### src/rtl/mram_pkg.sv
// ============================================================================
//  Module      : mram_pkg
//  Description : Shared encodings, FSM states and default widths for the MRAM
//                access arbiter and its serialiser.
//  Revision    : 1.0 - initial release
// ============================================================================
`default_nettype none

package mram_pkg;

    localparam int DEF_ADDR_W = 20;
    localparam int DEF_DATA_W = 16;
    localparam int DEF_LEN_W  = 8;

    localparam logic [2:0] RWS_IDLE  = 3'b000;
    localparam logic [2:0] RWS_WRITE = 3'b001;
    localparam logic [2:0] RWS_READ  = 3'b010;

    typedef enum logic [2:0] {
        ST_IDLE    = 3'd0,
        ST_SH_ADDR = 3'd1,
        ST_SH_LEN  = 3'd2,
        ST_SH_DATA = 3'd3,
        ST_EXEC    = 3'd4,
        ST_DONE    = 3'd5
    } state_t;

    function automatic int max3(input int a, input int b, input int c);
        int m;
        m = (a > b) ? a : b;
        return (m > c) ? m : c;
    endfunction

endpackage

`default_nettype wire

### src/rtl/mram_piso_shifter.sv
// ============================================================================
//  Module      : mram_piso_shifter
//  Description : Loadable MSB-first shift register with remaining-bit counter
//                and last-bit flag; reloaded once per serial phase.
//  Revision    : 1.0 - initial release
// ============================================================================
`default_nettype none

module mram_piso_shifter
    import mram_pkg::*;
#(
    parameter int WIDTH = 20,
    parameter int CNT_W = $clog2(WIDTH + 1)
) (
    input  logic             clk,
    input  logic             rst,
    input  logic             i_load,
    input  logic [WIDTH-1:0] i_data,
    input  logic [CNT_W-1:0] i_nbits,
    input  logic             i_shift,
    output logic             o_bit,
    output logic             o_last
);

    logic [WIDTH-1:0] r_sreg;
    logic [CNT_W-1:0] r_cnt;

    // A load in the same cycle as a shift wins: the outgoing bit has already
    // been consumed by the caller at this edge.
    always_ff @(posedge clk or negedge rst) begin
        if (!rst) begin
            r_sreg <= '0;
            r_cnt  <= '0;
        end else if (i_load) begin
            r_sreg <= i_data;
            r_cnt  <= i_nbits;
        end else if (i_shift) begin
            r_sreg <= r_sreg << 1;
            if (r_cnt != '0) begin
                r_cnt <= r_cnt - CNT_W'(1);
            end
        end
    end

    assign o_bit  = r_sreg[WIDTH-1];
    assign o_last = (r_cnt == CNT_W'(1));

endmodule

`default_nettype wire

### src/rtl/mram_access_arbiter.sv
// ============================================================================
//  Module      : mram_access_arbiter
//  Description : Two-port round-robin arbiter that serialises the granted MRAM
//                command and sequences the access window.
//  Revision    : 1.0 - initial release
// ============================================================================
`default_nettype none

module mram_access_arbiter
    import mram_pkg::*;
#(
    parameter int ADDR_W        = DEF_ADDR_W,
    parameter int DATA_W        = DEF_DATA_W,
    parameter int LEN_W         = DEF_LEN_W,
    parameter int ACCESS_CYCLES = 4
) (
    input  logic              clk,
    input  logic              rst,
    input  logic              req0_valid,
    output logic              req0_ready,
    input  logic [ADDR_W-1:0] req0_addr,
    input  logic [LEN_W-1:0]  req0_len,
    input  logic              req0_wr,
    input  logic [DATA_W-1:0] req0_wdata,
    input  logic              req1_valid,
    output logic              req1_ready,
    input  logic [ADDR_W-1:0] req1_addr,
    input  logic [LEN_W-1:0]  req1_len,
    input  logic              req1_wr,
    input  logic [DATA_W-1:0] req1_wdata,
    output logic              burst_en,
    output logic              mode_sel,
    output logic              burst_len_ser,
    output logic              addr_ser,
    output logic              data_ser,
    output logic [2:0]        read_write_sel,
    output logic              busy,
    output logic              done,
    output logic              done_id
);

    localparam int c_SH_W   = max3(ADDR_W, DATA_W, LEN_W);
    localparam int c_SH_CW  = $clog2(c_SH_W + 1);
    localparam int c_EXEC_W = LEN_W + $clog2(ACCESS_CYCLES) + 1;
    localparam logic [c_EXEC_W-1:0] c_AC  = c_EXEC_W'(ACCESS_CYCLES);
    localparam logic [c_EXEC_W-1:0] c_ONE = c_EXEC_W'(1);

    state_t r_state, w_next, w_after_addr, w_follow;

    logic               r_last_grant, r_grant_id;
    logic [LEN_W-1:0]   r_len;
    logic               r_wr, r_mode;
    logic [DATA_W-1:0]  r_wdata;
    logic               r_phase_last;
    logic [c_EXEC_W-1:0] r_exec_cnt;

    logic       r_req0_ready, r_req1_ready, r_burst_en, r_mode_sel;
    logic       r_len_ser, r_addr_ser, r_data_ser, r_busy, r_done, r_done_id;
    logic [2:0] r_rws;

    logic               w_granted, w_grant, w_pick, w_consume, w_in_cmd;
    logic [ADDR_W-1:0]  w_sel_addr;
    logic [LEN_W-1:0]   w_sel_len;
    logic               w_sel_wr, w_sel_mode;
    logic [DATA_W-1:0]  w_sel_wdata;
    logic [c_EXEC_W-1:0] w_exec_load;

    logic               w_sh_load, w_sh_bit, w_sh_last;
    logic [c_SH_W-1:0]  w_sh_data;
    logic [c_SH_CW-1:0] w_sh_nbits;

    // The cycle carrying the ready pulse is still IDLE; it only launches SH_ADDR.
    assign w_granted = r_req0_ready | r_req1_ready;
    assign w_grant   = (r_state == ST_IDLE) && !w_granted && (req0_valid || req1_valid);
    assign w_pick    = (req0_valid && req1_valid) ? ~r_last_grant : req1_valid;

    assign w_sel_addr  = w_pick ? req1_addr  : req0_addr;
    assign w_sel_len   = w_pick ? req1_len   : req0_len;
    assign w_sel_wr    = w_pick ? req1_wr    : req0_wr;
    assign w_sel_wdata = w_pick ? req1_wdata : req0_wdata;
    assign w_sel_mode  = (w_sel_len != '0) && !w_sel_wr;

    assign w_after_addr = r_mode ? ST_SH_LEN : (r_wr ? ST_SH_DATA : ST_EXEC);
    assign w_exec_load  = r_mode ? (c_AC * (c_EXEC_W'(r_len) + c_ONE) - c_ONE)
                                 : (c_AC - c_ONE);

    always_comb begin
        w_next = r_state;
        unique case (r_state)
            ST_IDLE:    if (w_granted)          w_next = ST_SH_ADDR;
            ST_SH_ADDR: if (r_phase_last)       w_next = w_after_addr;
            ST_SH_LEN:  if (r_phase_last)       w_next = r_wr ? ST_SH_DATA : ST_EXEC;
            ST_SH_DATA: if (r_phase_last)       w_next = ST_EXEC;
            ST_EXEC:    if (r_exec_cnt == '0)   w_next = ST_DONE;
            ST_DONE:                            w_next = ST_IDLE;
            default:                            w_next = ST_IDLE;
        endcase
    end

    // The shifter runs one bit ahead of the registered serial outputs, so the
    // next phase is loaded on the edge that consumes the current phase's last bit.
    always_comb begin
        w_consume = (w_next == ST_SH_ADDR) || (w_next == ST_SH_LEN) || (w_next == ST_SH_DATA);
        w_in_cmd  = w_consume || (w_next == ST_EXEC);
        unique case (w_next)
            ST_SH_ADDR: w_follow = w_after_addr;
            ST_SH_LEN:  w_follow = r_wr ? ST_SH_DATA : ST_EXEC;
            default:    w_follow = ST_EXEC;
        endcase
        w_sh_load  = 1'b0;
        w_sh_data  = '0;
        w_sh_nbits = '0;
        if (w_grant) begin
            w_sh_load  = 1'b1;
            w_sh_data  = c_SH_W'(w_sel_addr) << (c_SH_W - ADDR_W);
            w_sh_nbits = c_SH_CW'(ADDR_W);
        end else if (w_consume && w_sh_last) begin
            if (w_follow == ST_SH_LEN) begin
                w_sh_load  = 1'b1;
                w_sh_data  = c_SH_W'(r_len) << (c_SH_W - LEN_W);
                w_sh_nbits = c_SH_CW'(LEN_W);
            end else if (w_follow == ST_SH_DATA) begin
                w_sh_load  = 1'b1;
                w_sh_data  = c_SH_W'(r_wdata) << (c_SH_W - DATA_W);
                w_sh_nbits = c_SH_CW'(DATA_W);
            end
        end
    end

    mram_piso_shifter #(
        .WIDTH (c_SH_W),
        .CNT_W (c_SH_CW)
    ) u_shifter (
        .clk     (clk),
        .rst     (rst),
        .i_load  (w_sh_load),
        .i_data  (w_sh_data),
        .i_nbits (w_sh_nbits),
        .i_shift (w_consume),
        .o_bit   (w_sh_bit),
        .o_last  (w_sh_last)
    );

    always_ff @(posedge clk or negedge rst) begin
        if (!rst) begin
            r_state      <= ST_IDLE;
            r_last_grant <= 1'b1;
            r_grant_id   <= 1'b0;
            r_len        <= '0;
            r_wr         <= 1'b0;
            r_mode       <= 1'b0;
            r_wdata      <= '0;
            r_phase_last <= 1'b0;
            r_exec_cnt   <= '0;
            r_req0_ready <= 1'b0;
            r_req1_ready <= 1'b0;
            r_burst_en   <= 1'b0;
            r_mode_sel   <= 1'b0;
            r_len_ser    <= 1'b0;
            r_addr_ser   <= 1'b0;
            r_data_ser   <= 1'b0;
            r_rws        <= RWS_IDLE;
            r_busy       <= 1'b0;
            r_done       <= 1'b0;
            r_done_id    <= 1'b0;
        end else begin
            r_state <= w_next;
            if (w_grant) begin
                r_last_grant <= w_pick;
                r_grant_id   <= w_pick;
                r_len        <= w_sel_len;
                r_wr         <= w_sel_wr;
                r_mode       <= w_sel_mode;
                r_wdata      <= w_sel_wdata;
            end
            r_phase_last <= w_consume && w_sh_last;
            if ((w_next == ST_EXEC) && (r_state != ST_EXEC)) begin
                r_exec_cnt <= w_exec_load;
            end else if ((r_state == ST_EXEC) && (r_exec_cnt != '0)) begin
                r_exec_cnt <= r_exec_cnt - c_ONE;
            end
            r_req0_ready <= w_grant && !w_pick;
            r_req1_ready <= w_grant && w_pick;
            r_busy       <= w_grant || (w_next != ST_IDLE);
            r_burst_en   <= w_in_cmd;
            r_mode_sel   <= w_in_cmd && r_mode;
            r_addr_ser   <= (w_next == ST_SH_ADDR) && w_sh_bit;
            r_len_ser    <= (w_next == ST_SH_LEN)  && w_sh_bit;
            r_data_ser   <= (w_next == ST_SH_DATA) && w_sh_bit;
            r_rws        <= (w_next == ST_EXEC) ? (r_wr ? RWS_WRITE : RWS_READ) : RWS_IDLE;
            r_done       <= (w_next == ST_DONE);
            r_done_id    <= (w_next == ST_DONE) && r_grant_id;
        end
    end

    assign req0_ready     = r_req0_ready;
    assign req1_ready     = r_req1_ready;
    assign burst_en       = r_burst_en;
    assign mode_sel       = r_mode_sel;
    assign burst_len_ser  = r_len_ser;
    assign addr_ser       = r_addr_ser;
    assign data_ser       = r_data_ser;
    assign read_write_sel = r_rws;
    assign busy           = r_busy;
    assign done           = r_done;
    assign done_id        = r_done_id;

endmodule

`default_nettype wire

### config.mk
export PLATFORM = sky130hd
export DESIGN_NAME = mram_access_arbiter
export DESIGN_NICKNAME = d
export VERILOG_FILES = /design/src/rtl/mram_pkg.sv /design/src/rtl/mram_piso_shifter.sv /design/src/rtl/mram_access_arbiter.sv
export SDC_FILE = /design/constraint.sdc
export NUM_CORES = 1
export LEC_CHECK = 0
export BUFFER_PORTS_ARGS = -buffer_cell sky130_fd_sc_hd__buf_2
export CAP_MARGIN = 20
export CORE_ASPECT_RATIO = 0.5
export CORE_MARGIN = 2
export CORE_UTILIZATION = 47
export DETAILED_ROUTE_END_ITERATION = 8
export MAX_ROUTING_LAYER = met4
export PLACE_DENSITY = 0.7
export SYNTH_ARGS = -nofsm -noshare
export SYNTH_HDL_FRONTEND = slang
export SYNTH_HIERARCHICAL = 1
export SYNTH_SLANG_ARGS = --single-unit
### constraint.sdc
create_clock -name clk -period 3.27 [get_ports clk]
set_input_delay 0.327 -clock clk [delete_from_list [all_inputs] [get_ports clk]]
set_output_delay 0.327 -clock clk [all_outputs]
set_load 0.01 [all_outputs]
---- Yosys cells after proc, flatten, opt, wreduce, memory -nomap -nowiden ----
Index checks and enable logic that the tools add are counted.
storage, ports and cells
  register bits after elaboration ......... 80
  bits in latches ......................... 0
  memory bits (writable) .................. 0
  memory bits (read-only) ................. 0
  bits of input ports ..................... 94
  logic and storage cells ................. 109
  memories kept ........................... 0
cells by class
  $add $sub $neg .......................... 4
  multiply operators ...................... 0
  divide/modulo/power cells ............... 0
  $lt $le $gt $ge ......................... 0
  equality and inequality tests ........... 13
  shifts and indexed selects .............. 0
  multiplexer cells ....................... 36
  bitwise gates (word level) .............. 2
  reductions and logical operators ........ 32
operators with widths
  kind                     number
  $mux W20                 7
  $mux W5                  7
  $mux W11                 3
  $sub A11 B1 Y11 const B  2
  $mux W3                  7
  $eq A3 B2 Y1 const B     6
  $mux W16                 1
  $pmux W3 S5              1
  $logic_and A1 B1 Y1      14
  $logic_not A11 Y1        1
  $reduce_bool A11 Y1      1
  $add A8 B1 Y9 const B    1
  $eq A3 B3 Y1 const B     3
  $mux W8                  1
  $reduce_bool A8 Y1       1
  $eq A3 B1 Y1 const B     2
  $mux W1                  6
  $pmux W3 S2              1
  $reduce_bool A2 Y1       3
  $eq A5 B1 Y1 const B     1
  $logic_or A1 B1 Y1       5
  $reduce_bool A5 Y1       1
  $sub A5 B1 Y5 const B    1
  $mux W2                  2
  7 further kinds          9

---- Logic depth before layout (Yosys ltp) ----
  depth in word-level cells ............... 13
  gate-level depth with buffers ........... 13
  depth with buffers taken out ............ 11

---- Modules after synthesis ----
Netlist, hierarchy kept.
modules (own cells, without submodules)
  module               instances  cells an instance  area each (um^2)  sequential area each (um^2)
  mram_access_arbiter  1          332                3221.8            1377.6
  mram_piso_shifter    1          122                1213.7            625.6

---- Worst setup path after synthesis ----
OpenSTA, ideal clock, no wires.
  path kind ............................... flip-flop to flip-flop
  start ................................... reg r_exec_cnt[0]
  end ..................................... reg u_shifter.r_sreg[12]
  setup time .............................. 134 ps
  data arrival time ....................... 3062 ps
  setup slack ............................. 75 ps
  cell stages (with the launch flop) ...... 14
  path buffers ............................ 3
  cell sequence ........................... dfrtp_1 > inv_1 > ha_1 > or3b_4 > or4_4 > nor4_4 > nor2_2 > o211a_1 > buf_6 > or3_1 > clkbuf_1 > clkbuf_1 > nand2_1 > o21ai_0
on the way
  longest elaborated chain between the ends .. 11
RTL lines
  item                                                   RTL line                                                text
  start: declaration                                     mram_access_arbiter.sv:55                               logic [c_EXEC_W-1:0] r_exec_cnt;
  start signal: assignment                               mram_access_arbiter.sv:178                              r_exec_cnt <= w_exec_load;
  start signal: assignment                               mram_access_arbiter.sv:180                              r_exec_cnt <= r_exec_cnt - c_ONE;
  $logic_not A11 Y1 *                                    mram_access_arbiter.sv:94                               ST_EXEC: if (r_exec_cnt == '0) w_next = ST_DONE;
  $mux W3 *                                              mram_access_arbiter.sv:94
  $pmux W3 S5 *                                          mram_access_arbiter.sv:89                               unique case (r_state)
  $eq A3 B2 Y1 / $eq A3 B1 Y1 (equally long branches)    mram_access_arbiter.sv:103, mram_access_arbiter.sv:105
  $pmux W3 S2                                            mram_access_arbiter.sv:105                              unique case (w_next)
  $eq A3 B2 Y1                                           mram_access_arbiter.sv:122                              end else if (w_follow == ST_SH_DATA) begin
  $mux W1                                                mram_access_arbiter.sv:122
  $mux W1                                                mram_access_arbiter.sv:118                              if (w_follow == ST_SH_LEN) begin
  $mux W1 *                                              mram_access_arbiter.sv:117                              end else if (w_consume && w_sh_last) begin
  $mux W1 *                                              mram_access_arbiter.sv:113                              if (w_grant) begin
  net w_sh_load                                          mram_access_arbiter.sv:68                               logic w_sh_load, w_sh_bit, w_sh_last;
  $mux W20 / $reduce_bool A2 Y1 (equally long branches)  n/a
  end signal: assignment                                 mram_piso_shifter.sv:35                                 r_sreg <= i_data;
  end signal: assignment                                 mram_piso_shifter.sv:38                                 r_sreg <= r_sreg << 1;
  end: declaration                                       mram_piso_shifter.sv:25                                 logic [WIDTH-1:0] r_sreg;
Mark *: on every way through the listed nets, which the timed path passes. The rest lies on a longest branch.
A chain may end at the register's enable or synchronous reset.

---- Worst setup path in the final report ----
  start ................................... reg r_exec_cnt[0]
  end ..................................... reg u_shifter.r_sreg[16]
The elaborated chain is that of the path after synthesis.

==> flow_summary.rst <==
.. list-table::
   :header-rows: 1

   * - Metric
     - Value
   * - Max-Slew Margin vs Limit
     - 0.5655
   * - Number of cells after detailed placement
     - 656
   * - Clk pin slew, worst setup/hold paths
     - 0.06 ns
   * - Most frequent cell after synthesis
     - sky130_fd_sc_hd__dfrtp_1
   * - Startpoint Class
     - register
   * - Slowest CP cell
     - sky130_fd_sc_hd__or4_4
   * - Share of post-route cells with drive strength above 1
     - 0.3058
   * - Share of the yosys chip area belonging to registers
     - 0.4516
   * - Detail-routed via count per cell
     - 5.605
   * - Post-layout min period
     - 3.089 ns
   * - Number of unique standard cell types used by synthesis
     - 69
   * - Number of sinks on the clock net
     - 80
   * - Clock share of power
     - 0.219
   * - Antenna-violating nets left
     - 0
   * - Reported leakage power
     - 2.730 nW
   * - Achievable Freq
     - 0.3238 GHz
   * - Final WL
     - 10390 um
   * - Largest fanout of any net on the critical path
     - 39
   * - Worst-path cell chain
     - inv_1 -> ha_1 -> or3b_4 -> or4_4 -> nor4_4 -> nor2_2 -> o211a_1 -> or3_4 -> buf_8 -> o21ai_0
   * - Number of fill cells in the layout
     - 778
   * - Final-layout setup total negative slack
     - 0 ns
   * - Critical path start-end classification
     - register to register
   * - Number of diodes
     - 0
   * - CTS H-tree lvls
     - 3
   * - Initial core utilization
     - 0.4957
   * - Capture endpoint of the worst hold path
     - r_wdata[9]$_DFFE_PN0P_
   * - Number of violations of the max-capacitance limit
     - 0
   * - Most instantiated cells after synthesis
     - sky130_fd_sc_hd__dfrtp_1, sky130_fd_sc_hd__nand2_1, sky130_fd_sc_hd__o21ai_0, sky130_fd_sc_hd__mux2i_1, sky130_fd_sc_hd__inv_1
   * - Tightest Hold Check Type
     - primary input to register
   * - Sw Pwr
     - 0.001826 W
   * - First-pass GRT wire length
     - 17390 um
   * - Number of cells on the worst reg-to-reg path
     - 10
   * - Die extent in x
     - 141.4 um
   * - Number of slew-limit violations in the final report
     - 0
   * - Worst-skew pair later-pin latency
     - 0.34 ns
   * - Area inside the core boundary
     - 0.008949 mm2
   * - Summed area of non-filler cells in the final layout
     - 0.005406 mm2
   * - Cell area power density
     - 884.0 mW/mm2
   * - Global route total overflow
     - 0
   * - Comb pwr share
     - 0.415
   * - Final weighted congestion in routability-driven placement
     - 0.8519
   * - Cells after Synth
     - 454
   * - Crit path arrival time
     - 3.34 ns
   * - Worst Setup End Kind
     - register
   * - Startpoint of the most critical register-to-register path
     - r_exec_cnt[0]$_DFFE_PN0P_
   * - Outcome
     - completed
   * - Family with the most delay on the worst path
     - simple AND/OR/NAND/NOR gates
   * - Relative contribution of sequential cells to total power
     - 0.366
   * - Worst-Margin Slew
     - 0.6517 ns
   * - Hold Violations, Final
     - 0
   * - Height of the die
     - 72.69 um
   * - Sw Share
     - 0.3821
   * - Peak supply drop
     - 0.3587 mV
   * - Terminus of the critical flop-to-flop path
     - u_shifter/r_sreg[16]$_DFFE_PN0P_
   * - Post-Syn Area
     - 0.004436 mm2
   * - Cells taking the most area after synthesis
     - sky130_fd_sc_hd__dfrtp_1, sky130_fd_sc_hd__mux2i_1, sky130_fd_sc_hd__o21ai_0, sky130_fd_sc_hd__a22o_1, sky130_fd_sc_hd__nand2_1
   * - Most used flip-flop cell after synthesis
     - sky130_fd_sc_hd__dfrtp_1
   * - Number of buffers added for setup after CTS
     - 0
   * - Clock Tree Root
     - sky130_fd_sc_hd__clkbuf_16
   * - Iteration-0 DRC count of the detailed router
     - 263
   * - Number of enable-type register cells in the synthesized netlist
     - 0
   * - Initial antenna violation count
     - 0
   * - Final setup vio count
     - 0
   * - Number of iterations in the first detailed-routing pass
     - 5
   * - Biggest area consumer among synthesized cells
     - sky130_fd_sc_hd__dfrtp_1
   * - Data required time of the critical path
     - 3.52 ns
   * - Total placed instance area
     - 0.005046 mm2
   * - Setup Skew
     - 0.006803 ns
   * - Hold path depth
     - 3
   * - Number of buffers added on ports
     - 105
   * - Worst hold start
     - req1_wdata[9]
   * - Die Outline Area
     - 0.01028 mm2
   * - RSZ-0062 raised after global routing
     - no
   * - Total DRC errors in the routed layout
     - 0
   * - Number of placement rows
     - 24
   * - Internal cell power
     - 0.002953 W
   * - Fraction of registers with async set or reset after synthesis
     - 1.000
   * - Final routed wire length divided by cell count
     - 15.44 um
   * - TritonCTS clock tree
     - yes
   * - Nets
     - 650
   * - Synthesis Warnings
     - 6
   * - Synth-to-Final Area Change
     - 21.89%
   * - GRT Total Usage
     - 0.2238
   * - Number of clock buffers inserted by TritonCTS
     - 9
   * - Synth Area per Inst
     - 9.770 um2
   * - Final Power
     - 0.004779 W
   * - Total half-perimeter wirelength after legalization and detailed placement
     - 7626 um
   * - CTS Buffer Depth
     - 2
   * - Final standard cell count with taps included and fillers excluded
     - 673
   * - Number of I/O pins
     - 107
   * - Register-to-register path setup slack
     - 0.18 ns
   * - Final core occ
     - 0.6042
   * - DR vias
     - 3772
   * - Vias in the first global route
     - 3577
   * - Critical path's largest stage delay
     - 0.47 ns
   * - Number of register bits inferred by synthesis
     - 80
   * - Maximum number of pins on one net before global-route repair
     - 81
   * - Area share of the leading cell type in the synthesized netlist
     - 0.4457
   * - Ratio of final minimum period to clock period
     - 0.9445
   * - Count of buffer and inverter cells on the critical path
     - 2
## cells by family after synthesis
kind of cell | Yosys count | synth area share
AO/OA/AOI/OAI | 144 | 0.2406
XOR/XNOR | 6 | 0.01185
adder cells (fa/ha/maj) | 4 | 0.01128
buffers and inverters | 61 | 0.06375
flip-flops | 80 | 0.4516
multiplexers | 29 | 0.06544
other | 1 | 0.0008455
AND/OR/NAND/NOR | 129 | 0.1546
## through the flow
stage | hold slack (ns) | setup WS [ns]
2_1_floorplan | 0.03141 | 0.07468
3_3_place_gp | 0.4948 | 0.1708
3_5_place_dp | 0.4965 | 0.07378
4_1_cts | 0.1858 | 0.04125
5_1_grt | 0.1975 | 0.005183
6_report | 0.1981 | 0.1814
## cell type report
type / instances / area, um2 / share of cell area
multi-input combinational: 315 / 2166 / 0.4006
sequential: 80 / 2003 / 0.3705
timing repair buffer: 120 / 683.2 / 0.1264
clock buffer: 9 / 225.2 / 0.04166
tap: 117 / 146.4 / 0.02708
inverter: 26 / 97.59 / 0.01805
clock inverter: 6 / 85.08 / 0.01574
## tightest hold or removal path, cell delays in order
cell	delay [ns]
sky130_fd_sc_hd__buf_2	0.07
sky130_fd_sc_hd__a222oi_1	0.05
sky130_fd_sc_hd__inv_1	0.05
## worst max path at each step
stage	end	slack (ns)	start	depth (start not counted)
floorplan	u_shifter/r_sreg[12]$_DFFE_PN0P_	0.07	r_exec_cnt[0]$_DFFE_PN0P_	13
global placement	u_shifter/r_sreg[4]$_DFFE_PN0P_	0.17	r_exec_cnt[0]$_DFFE_PN0P_	11
detailed placement	u_shifter/r_sreg[16]$_DFFE_PN0P_	0.07	r_exec_cnt[0]$_DFFE_PN0P_	11
CTS	u_shifter/r_sreg[16]$_DFFE_PN0P_	0.04	r_exec_cnt[0]$_DFFE_PN0P_	11
global route	u_shifter/r_sreg[16]$_DFFE_PN0P_	0.005	r_exec_cnt[0]$_DFFE_PN0P_	11
finish	u_shifter/r_sreg[16]$_DFFE_PN0P_	0.18	r_exec_cnt[0]$_DFFE_PN0P_	10
## routing by layer
| layer | vias up | track usage | part of all wire | wire length (um) |
|---|---|---|---|---|
| met5 | - | - | 0 | 0 |
| met4 | 0 | 0.07444 | 0.017 | 179 |
| met3 | 17 | 0.05709 | 0.052 | 543 |
| met2 | 96 | 0.3403 | 0.46 | 4806 |
| met1 | 1789 | 0.2966 | 0.47 | 4863 |
| li1 | 1870 | - | - | - |
## registers in the layout, indices dropped and copies added (netlist names), 2 cells and up
name              cells
r_exec_cnt           11
r_len                 8
r_state               3
r_wdata              16
read_write_sel        2
u_shifter/r_cnt       5
u_shifter/r_sreg     20
## repair_timing
action	in CTS	in global routing
setup endpoints to repair	0	24
hold buffers	0	1
gates resized for setup	0	4
hold endpoints to repair	0	8
## power groups by stage
stage / registers [W] / logic (W) / clock network, W
2_1_floorplan: 0.00157 / 0.00163 / 0
3_3_place_gp: 0.00175 / 0.00191 / 0
3_5_place_dp: 0.00176 / 0.00196 / 0
4_1_cts: 0.00175 / 0.00197 / 0.00107
5_1_grt: 0.00181 / 0.00223 / 0.00112
6_report: 0.00175 / 0.00198 / 0.00105
## cell usage in the layout (no fill, tap or decap), types with 3 or more instances in the layout
master and n:
sky130_fd_sc_hd__buf_2 104, sky130_fd_sc_hd__dfrtp_1 79, sky130_fd_sc_hd__nand2_1 51, sky130_fd_sc_hd__o21ai_0 38, sky130_fd_sc_hd__mux2i_1 29, sky130_fd_sc_hd__inv_1 25
sky130_fd_sc_hd__a22o_1 22, sky130_fd_sc_hd__nor2_1 16, sky130_fd_sc_hd__a21oi_1 16, sky130_fd_sc_hd__a222oi_1 16, sky130_fd_sc_hd__buf_4 12, sky130_fd_sc_hd__clkbuf_16 9
sky130_fd_sc_hd__a31oi_1 8, sky130_fd_sc_hd__nor3_1 8, sky130_fd_sc_hd__nand3_1 8, sky130_fd_sc_hd__a21o_2 8, sky130_fd_sc_hd__a221o_2 7, sky130_fd_sc_hd__nor4_1 7
sky130_fd_sc_hd__xnor2_1 5, sky130_fd_sc_hd__nand2b_1 4, sky130_fd_sc_hd__or2_2 4, sky130_fd_sc_hd__and2_1 4, sky130_fd_sc_hd__ha_1 4, sky130_fd_sc_hd__nor4b_1 3
sky130_fd_sc_hd__a211oi_1 3, sky130_fd_sc_hd__a21o_1 3, sky130_fd_sc_hd__conb_1 3
Power figures use the tool's default switching activity.
